[src/rtl/pmc_host_loader_if.sv]
// Host-side and PMC-side signal bundle for pmc_host_loader.
// master: the environment (command/word source and the PMC itself).
// slave:  the loader, which owns the PMC CPU bus pins and pin_START.
interface pmc_host_loader_if #(
    parameter int TMO_W = 16
);
    logic             cmd_load;
    logic [5:0]       load_addr;
    logic [6:0]       load_cnt;
    logic             word_valid;
    logic [35:0]      word_data;
    logic             word_ready;
    logic             cmd_run;
    logic [TMO_W-1:0] tmo_limit;
    logic             busy;
    logic             done;
    logic             timeout;
    logic             pin_CS;
    logic             pin_NRD;
    logic             pin_BK;
    logic [12:0]      pin_AB;
    logic [7:0]       pin_DB;
    logic             pin_START;
    logic             pin_OUT0;

    modport master (
        output cmd_load, load_addr, load_cnt, word_valid, word_data,
               cmd_run, tmo_limit, pin_OUT0,
        input  word_ready, busy, done, timeout,
               pin_CS, pin_NRD, pin_BK, pin_AB, pin_DB, pin_START
    );

    modport slave (
        input  cmd_load, load_addr, load_cnt, word_valid, word_data,
               cmd_run, tmo_limit, pin_OUT0,
        output word_ready, busy, done, timeout,
               pin_CS, pin_NRD, pin_BK, pin_AB, pin_DB, pin_START
    );
endinterface

[src/rtl/pmc_host_loader.sv]
// pmc_host_loader: loads the PMC 64x36 program RAM over its byte-wide CPU
// bus, writes the start PC, and runs the program until OUT0 goes low or the
// run timeout expires.
//
// state      | meaning
// -----------+-------------------------------------------------------------
// IDLE       | waiting for cmd_load / cmd_run (load has priority)
// SETPC      | bus write AB=0x200, DB={1,0,load_addr}
// WAIT_WORD  | word_ready high, waiting for the next 36-bit program word
// BYTE0..4   | five bus writes AB=0x000 carrying the latched word, LSB first
// LDONE      | one-cycle done pulse closing a load
// RUN        | pin_START high; exits on synchronised OUT0 low or timeout
module pmc_host_loader #(
    parameter int SETUP_CYC  = 1,
    parameter int STROBE_CYC = 2,
    parameter int HOLD_CYC   = 1,
    parameter int TMO_W      = 16
) (
    input  logic             clk,
    input  logic             pin_RST,
    pmc_host_loader_if.slave bus
);
    localparam logic [3:0] ST_IDLE      = 4'd0;
    localparam logic [3:0] ST_SETPC     = 4'd1;
    localparam logic [3:0] ST_WAIT_WORD = 4'd2;
    localparam logic [3:0] ST_BYTE0     = 4'd3;
    localparam logic [3:0] ST_BYTE1     = 4'd4;
    localparam logic [3:0] ST_BYTE2     = 4'd5;
    localparam logic [3:0] ST_BYTE3     = 4'd6;
    localparam logic [3:0] ST_BYTE4     = 4'd7;
    localparam logic [3:0] ST_LDONE     = 4'd8;
    localparam logic [3:0] ST_RUN       = 4'd9;

    localparam logic [1:0] PH_SETUP  = 2'd0;
    localparam logic [1:0] PH_STROBE = 2'd1;
    localparam logic [1:0] PH_HOLD   = 2'd2;

    // Phase timers count down to zero; the loaded value is length-1.
    localparam logic [7:0] SETUP_LD  = 8'(SETUP_CYC - 1);
    localparam logic [7:0] STROBE_LD = 8'(STROBE_CYC - 1);
    localparam logic [7:0] HOLD_LD   = 8'(HOLD_CYC - 1);

    // The PMC start synchroniser needs a few cycles before OUT0 reflects
    // the running program, so OUT0 is ignored for this many RUN cycles.
    localparam logic [2:0] IGN_LD = 3'd4;

    logic [3:0]       state;
    logic [1:0]       phase;
    logic [7:0]       ph_cnt;
    logic [6:0]       words_left;
    logic [27:0]      word_hi;
    logic [TMO_W-1:0] tmo_cnt;
    logic [TMO_W-1:0] tmo_lim;
    logic [2:0]       ign_cnt;
    logic             out0_s1;
    logic             out0_s2;
    logic             cs_q;
    logic [12:0]      ab_q;
    logic [7:0]       db_q;
    logic             start_q;
    logic             done_q;
    logic             tmo_q;
    logic [7:0]       next_byte;
    logic [6:0]       load_words;

    assign load_words     = (bus.load_cnt > 7'd64) ? 7'd64 : bus.load_cnt;
    assign bus.busy       = (state != ST_IDLE);
    assign bus.word_ready = (state == ST_WAIT_WORD);
    assign bus.pin_CS     = cs_q;
    assign bus.pin_NRD    = 1'b1;
    assign bus.pin_BK     = 1'b0;
    assign bus.pin_AB     = ab_q;
    assign bus.pin_DB     = db_q;
    assign bus.pin_START  = start_q;
    assign bus.done       = done_q;
    assign bus.timeout    = tmo_q;

    // Byte to put on DB for the write that follows the current BYTEn state.
    always_comb begin
        next_byte = 8'h00;
        case (state)
            ST_BYTE0: next_byte = word_hi[7:0];
            ST_BYTE1: next_byte = word_hi[15:8];
            ST_BYTE2: next_byte = word_hi[23:16];
            ST_BYTE3: next_byte = {4'h0, word_hi[27:24]};
            default:  next_byte = 8'h00;
        endcase
    end

    // Two-flop synchroniser for the asynchronous PMC OUT0 flag (idle high).
    always_ff @(posedge clk or negedge pin_RST) begin
        if (!pin_RST) begin
            out0_s1 <= 1'b1;
            out0_s2 <= 1'b1;
        end else begin
            out0_s1 <= bus.pin_OUT0;
            out0_s2 <= out0_s1;
        end
    end

    // Main sequencer: command decode, bus write timing, run supervision.
    always_ff @(posedge clk or negedge pin_RST) begin
        if (!pin_RST) begin
            state      <= ST_IDLE;
            phase      <= PH_SETUP;
            ph_cnt     <= 8'd0;
            words_left <= 7'd0;
            word_hi    <= 28'd0;
            tmo_cnt    <= '0;
            tmo_lim    <= '0;
            ign_cnt    <= 3'd0;
            cs_q       <= 1'b1;
            ab_q       <= 13'h0000;
            db_q       <= 8'h00;
            start_q    <= 1'b0;
            done_q     <= 1'b0;
            tmo_q      <= 1'b0;
        end else begin
            done_q <= 1'b0;
            tmo_q  <= 1'b0;
            case (state)
                ST_IDLE: begin
                    if (bus.cmd_load) begin
                        state      <= ST_SETPC;
                        words_left <= load_words;
                        ab_q       <= 13'h0200;
                        db_q       <= {2'b10, bus.load_addr};
                        phase      <= PH_SETUP;
                        ph_cnt     <= SETUP_LD;
                    end else if (bus.cmd_run) begin
                        state   <= ST_RUN;
                        start_q <= 1'b1;
                        tmo_cnt <= '0;
                        tmo_lim <= bus.tmo_limit;
                        ign_cnt <= IGN_LD;
                    end
                end

                ST_SETPC, ST_BYTE0, ST_BYTE1, ST_BYTE2, ST_BYTE3, ST_BYTE4: begin
                    case (phase)
                        PH_SETUP: begin
                            if (ph_cnt == 8'd0) begin
                                cs_q   <= 1'b0;
                                phase  <= PH_STROBE;
                                ph_cnt <= STROBE_LD;
                            end else begin
                                ph_cnt <= ph_cnt - 8'd1;
                            end
                        end
                        PH_STROBE: begin
                            if (ph_cnt == 8'd0) begin
                                cs_q   <= 1'b1;
                                phase  <= PH_HOLD;
                                ph_cnt <= HOLD_LD;
                            end else begin
                                ph_cnt <= ph_cnt - 8'd1;
                            end
                        end
                        PH_HOLD: begin
                            if (ph_cnt != 8'd0) begin
                                ph_cnt <= ph_cnt - 8'd1;
                            end else if (state == ST_SETPC) begin
                                if (words_left == 7'd0) begin
                                    state  <= ST_LDONE;
                                    done_q <= 1'b1;
                                end else begin
                                    state <= ST_WAIT_WORD;
                                end
                            end else if (state == ST_BYTE4) begin
                                words_left <= words_left - 7'd1;
                                if (words_left == 7'd1) begin
                                    state  <= ST_LDONE;
                                    done_q <= 1'b1;
                                end else begin
                                    state <= ST_WAIT_WORD;
                                end
                            end else begin
                                state  <= state + 4'd1;
                                ab_q   <= 13'h0000;
                                db_q   <= next_byte;
                                phase  <= PH_SETUP;
                                ph_cnt <= SETUP_LD;
                            end
                        end
                        default: begin
                            cs_q   <= 1'b1;
                            phase  <= PH_HOLD;
                            ph_cnt <= 8'd0;
                        end
                    endcase
                end

                ST_WAIT_WORD: begin
                    if (bus.word_valid) begin
                        word_hi <= bus.word_data[35:8];
                        state   <= ST_BYTE0;
                        ab_q    <= 13'h0000;
                        db_q    <= bus.word_data[7:0];
                        phase   <= PH_SETUP;
                        ph_cnt  <= SETUP_LD;
                    end
                end

                ST_LDONE: begin
                    state <= ST_IDLE;
                end

                ST_RUN: begin
                    tmo_cnt <= tmo_cnt + TMO_W'(1);
                    if (ign_cnt != 3'd0) begin
                        ign_cnt <= ign_cnt - 3'd1;
                    end
                    // Completion is checked first so it wins over a
                    // same-cycle timeout.
                    if (ign_cnt == 3'd0 && !out0_s2) begin
                        state   <= ST_IDLE;
                        start_q <= 1'b0;
                        done_q  <= 1'b1;
                    end else if (tmo_lim != '0 && tmo_cnt == tmo_lim - TMO_W'(1)) begin
                        state   <= ST_IDLE;
                        start_q <= 1'b0;
                        tmo_q   <= 1'b1;
                    end
                end

                default: begin
                    state   <= ST_IDLE;
                    cs_q    <= 1'b1;
                    start_q <= 1'b0;
                end
            endcase
        end
    end
endmodule

[src/flat_wrapper.sv]
// flat-port wrapper written by rule: the top's interface ports become plain ports
module pmc_host_loader_flat 
#(
    parameter int SETUP_CYC  = 1,
    parameter int STROBE_CYC = 2,
    parameter int HOLD_CYC   = 1,
    parameter int TMO_W      = 16
)
  (clk, pin_RST, bus_cmd_load, bus_load_addr, bus_load_cnt, bus_word_valid, bus_word_data, bus_cmd_run, bus_tmo_limit, bus_pin_OUT0, bus_word_ready, bus_busy, bus_done, bus_timeout, bus_pin_CS, bus_pin_NRD, bus_pin_BK, bus_pin_AB, bus_pin_DB, bus_pin_START);
  pmc_host_loader_if #(.TMO_W(TMO_W)) bus_i ();
  input  logic clk;
  input  logic pin_RST;
  input wire logic [$bits(bus_i.cmd_load)-1:0] bus_cmd_load;
  input wire logic [$bits(bus_i.load_addr)-1:0] bus_load_addr;
  input wire logic [$bits(bus_i.load_cnt)-1:0] bus_load_cnt;
  input wire logic [$bits(bus_i.word_valid)-1:0] bus_word_valid;
  input wire logic [$bits(bus_i.word_data)-1:0] bus_word_data;
  input wire logic [$bits(bus_i.cmd_run)-1:0] bus_cmd_run;
  input wire logic [$bits(bus_i.tmo_limit)-1:0] bus_tmo_limit;
  input wire logic [$bits(bus_i.pin_OUT0)-1:0] bus_pin_OUT0;
  output wire logic [$bits(bus_i.word_ready)-1:0] bus_word_ready;
  output wire logic [$bits(bus_i.busy)-1:0] bus_busy;
  output wire logic [$bits(bus_i.done)-1:0] bus_done;
  output wire logic [$bits(bus_i.timeout)-1:0] bus_timeout;
  output wire logic [$bits(bus_i.pin_CS)-1:0] bus_pin_CS;
  output wire logic [$bits(bus_i.pin_NRD)-1:0] bus_pin_NRD;
  output wire logic [$bits(bus_i.pin_BK)-1:0] bus_pin_BK;
  output wire logic [$bits(bus_i.pin_AB)-1:0] bus_pin_AB;
  output wire logic [$bits(bus_i.pin_DB)-1:0] bus_pin_DB;
  output wire logic [$bits(bus_i.pin_START)-1:0] bus_pin_START;
  assign bus_i.cmd_load = bus_cmd_load;
  assign bus_i.load_addr = bus_load_addr;
  assign bus_i.load_cnt = bus_load_cnt;
  assign bus_i.word_valid = bus_word_valid;
  assign bus_i.word_data = bus_word_data;
  assign bus_i.cmd_run = bus_cmd_run;
  assign bus_i.tmo_limit = bus_tmo_limit;
  assign bus_i.pin_OUT0 = bus_pin_OUT0;
  assign bus_word_ready = bus_i.word_ready;
  assign bus_busy = bus_i.busy;
  assign bus_done = bus_i.done;
  assign bus_timeout = bus_i.timeout;
  assign bus_pin_CS = bus_i.pin_CS;
  assign bus_pin_NRD = bus_i.pin_NRD;
  assign bus_pin_BK = bus_i.pin_BK;
  assign bus_pin_AB = bus_i.pin_AB;
  assign bus_pin_DB = bus_i.pin_DB;
  assign bus_pin_START = bus_i.pin_START;
  pmc_host_loader #(.SETUP_CYC(SETUP_CYC), .STROBE_CYC(STROBE_CYC), .HOLD_CYC(HOLD_CYC), .TMO_W(TMO_W)) u_core (.clk(clk), .pin_RST(pin_RST), .bus(bus_i));
endmodule
[config.mk]
export PLATFORM = sky130hd
export DESIGN_NAME = pmc_host_loader_flat
export DESIGN_NICKNAME = d
export VERILOG_FILES = /design/src/rtl/pmc_host_loader_if.sv /design/src/rtl/pmc_host_loader.sv /design/src/flat_wrapper.sv
export SDC_FILE = /design/constraint.sdc
export NUM_CORES = 1
export LEC_CHECK = 0
export BUFFER_PORTS_ARGS = -buffer_cell sky130_fd_sc_hd__buf_2
export CAP_MARGIN = 10
export CORE_UTILIZATION = 51
export DETAILED_ROUTE_END_ITERATION = 10
export HOLD_SLACK_MARGIN = 0.06
export PLACE_DENSITY = 0.77
export SLEW_MARGIN = 20
export SYNTH_ARGS = -nofsm -noshare
export SYNTH_HDL_FRONTEND = slang
export SYNTH_SLANG_ARGS = --single-unit
[constraint.sdc]
create_clock -name clk -period 2.5 [get_ports clk]
set_input_delay 0.25 -clock clk [delete_from_list [all_inputs] [get_ports clk]]
set_output_delay 0.25 -clock clk [all_outputs]
set_load 0.02 [all_outputs]
==> reports/qor.yml, run 1 <==
outcome:
  status: "finished clean"
critical_path:
  crit_path_start: "u_core.tmo_lim[0]$_DFFE_PN0P_"
  r2r_slack_ns: 0.08
  rr_startpoint: "u_core.tmo_lim[0]$_DFFE_PN0P_"
  critical_path_class: "reg -> reg"
  endpoint: "u_core.state[1]$_DFFE_PN0P_"
  timing.rr.end: "u_core.state[1]$_DFFE_PN0P_"
  arrival_ns: 2.69
  cp-end-kind: "flop"
  cp-start-kind: "flop"
  crit_required_ns: 2.77
  critPathMaxFanout: 7
  worstRegToRegCells: 8
drt:
  post-route-drc-count: 0
  num_vias: 4856
  routed_wl_mm: 13.61
  avgRoutedWirePerCell_um: 15.71
  dr_wl_met3_um: 515
  drtIter0Drc: 353
  viasPerCell: 5.607
  wl_met2_mm: 7.044
  top_layer: "met4"
  drt-met1-wl_mm: 5.780
  first_pass_iters: 5
  ant_nets: 0
layout:
  nNetsFinal: 805
  layout_commonest_cell: "dfrtp_1"
  utilization_pct: 62.23
  final_cell_mix: "dfrtp_1, buf_2, nand2_1"
  syn_to_final_growth_pct: 18.38
  drive_gt1_share_pct: 27.41
  antenna-diode-count: 0
clock_network:
  cts_num_sinks: 99
  clockRootBuffer: "clkbuf_8"
  clockBufferDepth: 2
  htreeDepth: 3
  path_clk_slew_ns: 0.09
  clk_latency_ns: 0.39
  tritoncts: "yes"
  cts_made_buffers: 9
grt:
  grt_max_degree: 50
  grt_first_pass_wirelength_mm: 22.41
  grt_pass1_vias: 4745
  grt_util_all_layers_pct: 24.64
  overflow: 0
  antenna_found_initial: 0
floorplan:
  dieArea_um2: 11600
  core-area_um2: 10840
  initial_core_util_pct: 52.57
  ios: 100
  rows: 38
  die_y_um: 107.7
  dieWidth_um: 107.7
synthesis:
  syn_avg_cell_area_um2: 9.282
  ys_types: 71
  synth_edf_count: 0
  synth-main-ff-cell: "dfrtp_1"
  syn_area_um2: 5699
  synth_seq_area_share_pct: 43.53
  synth_warnings: 0
  synth-seq-cells: 99
  async_reset_ff_share_pct: 100.0
  synthesis.instances: 614
power:
  ir_worst_vdd_v: 0.0007874
  p_comb_share_pct: 52.1
  power_mw: 8.121
  power_switching_share_pct: 43.36
  p_int_mw: 4.600
  power_switching_mw: 3.521
  leakagePower_nw: 3.055
  p_seq_share_pct: 34.9
  pwr_density_cell_nw_per_um2: 1204
  clockPowerShare_pct: 13.0
sta:
  slew_violations: 0
  period_needed_ns: 2.424
  max_freq_mhz: 412.6
  grt_setup_unrepaired: "yes"
  worstMarginPinSlew_ns: 0.6410
  slew_headroom_pct: 57.27
  finalCritPeriodShare_pct: 96.95
  skew_ns: 0.01618
  finalHoldViolations: 0
  setup_viol: 0
run:
  drv_cap: 0
place:
  place_congestion: 0.8826
  dp_hpwl_mm: 9.884
  portBuffers: 85
min_path:
  hp-class: "in -> reg"
-- Yosys cell counts, types with 16 or more instances --
master | instances | area share (%)
nand3_1 | 19 | 1.7
nor2_1 | 57 | 3.8
dfrtp_1 | 96 | 42
clkbuf_1 | 18 | 1.2
xor2_1 | 17 | 2.6
buf_4 | 16 | 2.1
inv_1 | 17 | 1.1
o21ai_0 | 43 | 3.8
nand2_1 | 82 | 5.4
mux2_2 | 32 | 6.3
xnor2_1 | 20 | 3.1
a21oi_1 | 38 | 3.3
-- flip-flops by register name (all words and copies together), names as in the netlist --
register	cells
u_core.tmo_cnt	16
u_core.ign_cnt	3
u_core.bus.pin_AB	1
u_core.phase	2
u_core.word_hi	28
u_core.bus.pin_DB	8
u_core.bus.timeout	1
u_core.bus.pin_CS	1
u_core.state	4
u_core.bus.pin_START	1
u_core.out0_s2	1
u_core.tmo_lim	16
u_core.out0_s1	1
u_core.ph_cnt	8
u_core.words_left	7
u_core.bus.done	1
-- metal layers --
layer / global-route usage [%] / up-vias
li1: - / 2340
met1: 29.94 / 2365
met2: 42.81 / 128
met3: 5.872 / 23
met4: 7.926 / 0
met5: 0 / -
-- worst min path at each step --
stage	cells past startpoint	slack, ns	end	from
floorplan	0	-0.05	u_core.bus.done$_DFF_PN0_	pin_RST
global placement	1	0.31	u_core.tmo_lim[6]$_DFFE_PN0P_	pin_RST
detailed placement	1	0.32	u_core.tmo_lim[6]$_DFFE_PN0P_	pin_RST
CTS	3	0.06	u_core.tmo_lim[12]$_DFFE_PN0P_	bus_tmo_limit[12]
global route	3	0.06	u_core.tmo_lim[4]$_DFFE_PN0P_	bus_tmo_limit[4]
finish	3	0.07	u_core.tmo_lim[12]$_DFFE_PN0P_	bus_tmo_limit[12]
-- cell type report --
type | instances | area (um2)
well taps | 140 | 175.2
clock inverters | 5 | 63.81
flip-flops and latches | 99 | 2484
repair buffers | 130 | 805.8
fillers | 950 | 4094
inverters | 17 | 63.81
multi-input cells | 464 | 3023
clock buffers | 11 | 131.4
-- cells by family after synthesis --
kind of cell / count (synthesis) / share of synthesized area, %
flip-flops: 99 / 43.53
adder cells (fa/ha/maj): 14 / 3.030
AO/OA/AOI/OAI: 127 / 13.81
buffers and inverters: 63 / 5.971
other: 2 / 0.1318
AND/OR/NAND/NOR: 232 / 20.11
XOR/XNOR: 37 / 5.686
multiplexers: 40 / 7.728
-- timing repair --
item                                   in CTS  in global routing
endpoints found under the hold margin      55                  0
hold buffers                               11                  0
buffers inserted                            0                  4
setup endpoints to repair                   3                 31
pin swaps                                   0                  6
gates resized for setup                     1                 22
-- power by group through the flow --
stage               registers, mW  logic [mW]  clock network (mW)
floorplan                    2.72        2.91                   0
global placement             2.78        3.86                   0
detailed placement           2.82        3.99                   0
CTS                          2.79        4.03                1.08
global route                 2.91        4.69                1.14
finish                       2.83        4.23                1.06
-- through the flow --
stage	hold WS, ns	instances	area [um2]	TNS, ns	setup WS [ns]
floorplan	-0.04559	626	5744	0	0.03836
global placement	0.3078	835	6311	0	0.1001
detailed placement	0.3195	835	6311	-0.01782	-0.01782
CTS	0.06083	862	6619	0	0.01687
global route	0.05936	866	6746	-0.02542	-0.02542
finish	0.07086	866	6746	0	0.07619
-- critical path, stage by stage (launching register included) --
cell and delay [ns]:
dfrtp_2 0.47, or4_4 0.58, nor3_2 0.20, xnor2_1 0.17, nand4_1 0.14, nor4_2 0.33, a21oi_2 0.11, nand2b_4 0.18
mux2i_2 0.15
Note: power is estimated with default switching activity, not from simulation.
==> run 2: changes to the inputs <==
- CORE_UTILIZATION: 51 -> 60
- PLACE_DENSITY: 0.77 -> 0.85
- clock period: 2.5 -> 2.8 ns (I/O delays scaled with it)
==> reports/qor.yml, run 2 (synthesis results as in run 1) <==
sta:
  setup_viol: 0  # unchanged
  worstMarginPinSlew_ns: 0.7332  # was 0.6410 ns
  hold_ws_ns: 0.08194  # was 0.07086 ns
  period_needed_ns: 2.613  # was 2.424 ns
  max_freq_mhz: 382.7  # was 412.6 MHz
  finalCritPeriodShare_pct: 93.31  # was 96.95%
  finalSetupTns_ns: 0  # unchanged
  grt_setup_unrepaired: "no"  # was yes
  slew_violations: 0  # unchanged
  slew_headroom_pct: 51.12  # was 57.27%
  skew_ns: 0.01578  # was 0.01618 ns
  finalHoldViolations: 0  # unchanged
critical_path:
  arrival_ns: 2.88  # was 2.69 ns
  cp-end-kind: "flop"  # unchanged
  crit_path_start: "u_core.state[0]$_DFFE_PN0P_"  # was u_core.tmo_lim[0]$_DFFE_PN0P_
  rr_startpoint: "u_core.state[0]$_DFFE_PN0P_"  # was u_core.tmo_lim[0]$_DFFE_PN0P_
  critPathMaxFanout: 6  # was 7
  critical_path_class: "reg -> reg"  # unchanged
  crit_required_ns: 3.07  # was 2.77 ns
  cp-start-kind: "flop"  # unchanged
layout:
  multi_input_area_um2: 2937  # was 3023 um2
  drive_gt1_share_pct: 23.67  # was 27.41%
  final_cell_mix: "dfrtp_1, buf_2, nand2_1"  # unchanged
  syn_to_final_growth_pct: 12.60  # was 18.38%
  nFillCells: 685  # was 950
  seq_area_um2: 2481  # was 2484 um2
  layout_commonest_cell: "dfrtp_1"  # unchanged
  regMostFlops: "u_core.word_hi"  # unchanged
  final_cell_area_um2: 6417  # was 6746 um2
  utilization_pct: 69.45  # was 62.23%
  largest_reg_flops: 28  # unchanged
  antenna-diode-count: 0  # unchanged
  top_regs: "u_core.word_hi: 28 flops, u_core.tmo_cnt: 16 flops, u_core.tmo_lim: 16 flops"  # unchanged
  nNetsFinal: 776  # was 805
floorplan:
  dieArea_um2: 9892  # was 11,600 um2
  dieWidth_um: 99.46  # was 107.7 um
  core-area_um2: 9240  # was 10,840 um2
  initial_core_util_pct: 61.68  # was 52.57%
  rows: 35  # was 38
  ios: 100  # unchanged
  die_y_um: 99.46  # was 107.7 um
power:
  pwr_density_cell_nw_per_um2: 1087  # was 1204 nW/um2
  leakagePower_nw: 2.925  # was 3.055 nW
  ir_worst_vdd_v: 0.0007244  # was 0.0007874 V
drt:
  first_pass_iters: 5  # unchanged
  drtIter0Drc: 322  # was 353
  num_vias: 4856  # unchanged
  routed_wl_mm: 13.65  # was 13.61 mm
  viasPerCell: 5.879  # was 5.607
  avgRoutedWirePerCell_um: 16.52  # was 15.71 um
  post-route-drc-count: 0  # unchanged
  ant_nets: 0  # unchanged
place:
  place_area_um2: 6177  # was 6311 um2
  portBuffers: 85  # unchanged
  place_congestion: 0.9039  # was 0.8826
  dp_hpwl_mm: 9.938  # was 9.884 mm
clock_network:
  htreeDepth: 3  # unchanged
  cts_made_buffers: 9  # unchanged
  tritoncts: "yes"  # unchanged
  path_clk_slew_ns: 0.10  # was 0.09 ns
  clockBufferDepth: 2  # unchanged
  clockRootBuffer: "clkbuf_8"  # unchanged
  clk_latency_ns: 0.38  # was 0.39 ns
  cts_num_sinks: 99  # unchanged
  cts_setup_buffers: 0  # unchanged
grt:
  grt_util_all_layers_pct: 29.53  # was 24.64%
  grt_pass1_vias: 4991  # was 4,745
  grt_first_pass_wirelength_mm: 23.12  # was 22.41 mm
  overflow: 0  # unchanged
  grt_max_degree: 56  # was 50
  antenna_found_initial: 0  # unchanged
min_path:
  min_from: "bus_tmo_limit[14]"  # was bus_tmo_limit[12]
  hp-class: "in -> reg"  # unchanged
outcome:
  status: "finished clean"  # unchanged
run:
  drv_cap: 0  # unchanged
[run 2: path summary, 6_finish.rpt]
kind	end	slack (ns)	depth (start not counted)
worst max-delay path	u_core.tmo_cnt[6]$_DFFE_PN0P_	0.19	10
worst min-delay path	u_core.tmo_lim[14]$_DFFE_PN0P_	0.08	3
worst max register to register	u_core.tmo_cnt[6]$_DFFE_PN0P_	0.19	10
worst min register to register	u_core.out0_s2$_DFF_PN1_	0.36	0
max in group asynchronous	u_core.bus.pin_CS$_DFFE_PN1P_	1.57	3
min in group asynchronous	u_core.tmo_lim[1]$_DFFE_PN0P_	0.50	2
[run 2: where the power goes]
group | leakage (nW) | internal [mW] | switching [mW]
registers | 1.24 | 1.99 | 0.567
clock network | 0.110 | 0.466 | 0.507
logic | 1.58 | 1.45 | 1.99
[run 2: cell type report]
cell class,instances,share of cell area (%)
clock buffer,11,2.359
timing repair buffer,101,8.813
tap,129,2.515
sequential,99,38.66
inverter,17,0.9943
multi-input combinational,464,45.76
clock inverter,5,0.8969
[run 2: repair_timing]
action | in CTS | in global routing
gates resized for setup | 0 | 3
setup endpoints to repair | 0 | 4
hold endpoints to repair | 55 | 0
hold buffers | 2 | 0
[run 2: worst max-delay path, cell delays in order (launching register included)]
cell and delay, ns:
dfrtp_1 0.43, inv_1 0.15, ha_1 0.19, or3b_1 0.46
nor2_1 0.33, nand2_1 0.17, nand2_1 0.11, and3_1 0.31
nand4_1 0.16, xor2_1 0.15, nor2_1 0.05
[run 2: metrics by stage]
stage                     instances  setup slack [ns]  power [mW]
after floorplan                 626            0.3384       5.025
after global placement          808            0.3486       5.696
after detailed placement        808            0.2529       5.922
after CTS                       826            0.2465       6.907
after global routing            826          0.003679       7.477
final                           826            0.1872       6.975
[run 2: layer usage]
metal | part of all wire (%) | vias to the layer above | GRT usage (%) | wire length [um]
met2 | 52 | 191 | 52.94 | 7058
li1 | - | 2276 | - | -
met4 | 2.9 | 0 | 12.90 | 397
met3 | 5.6 | 37 | 5.833 | 768
met5 | 0 | - | 0 | 0
met1 | 40 | 2352 | 34.32 | 5425
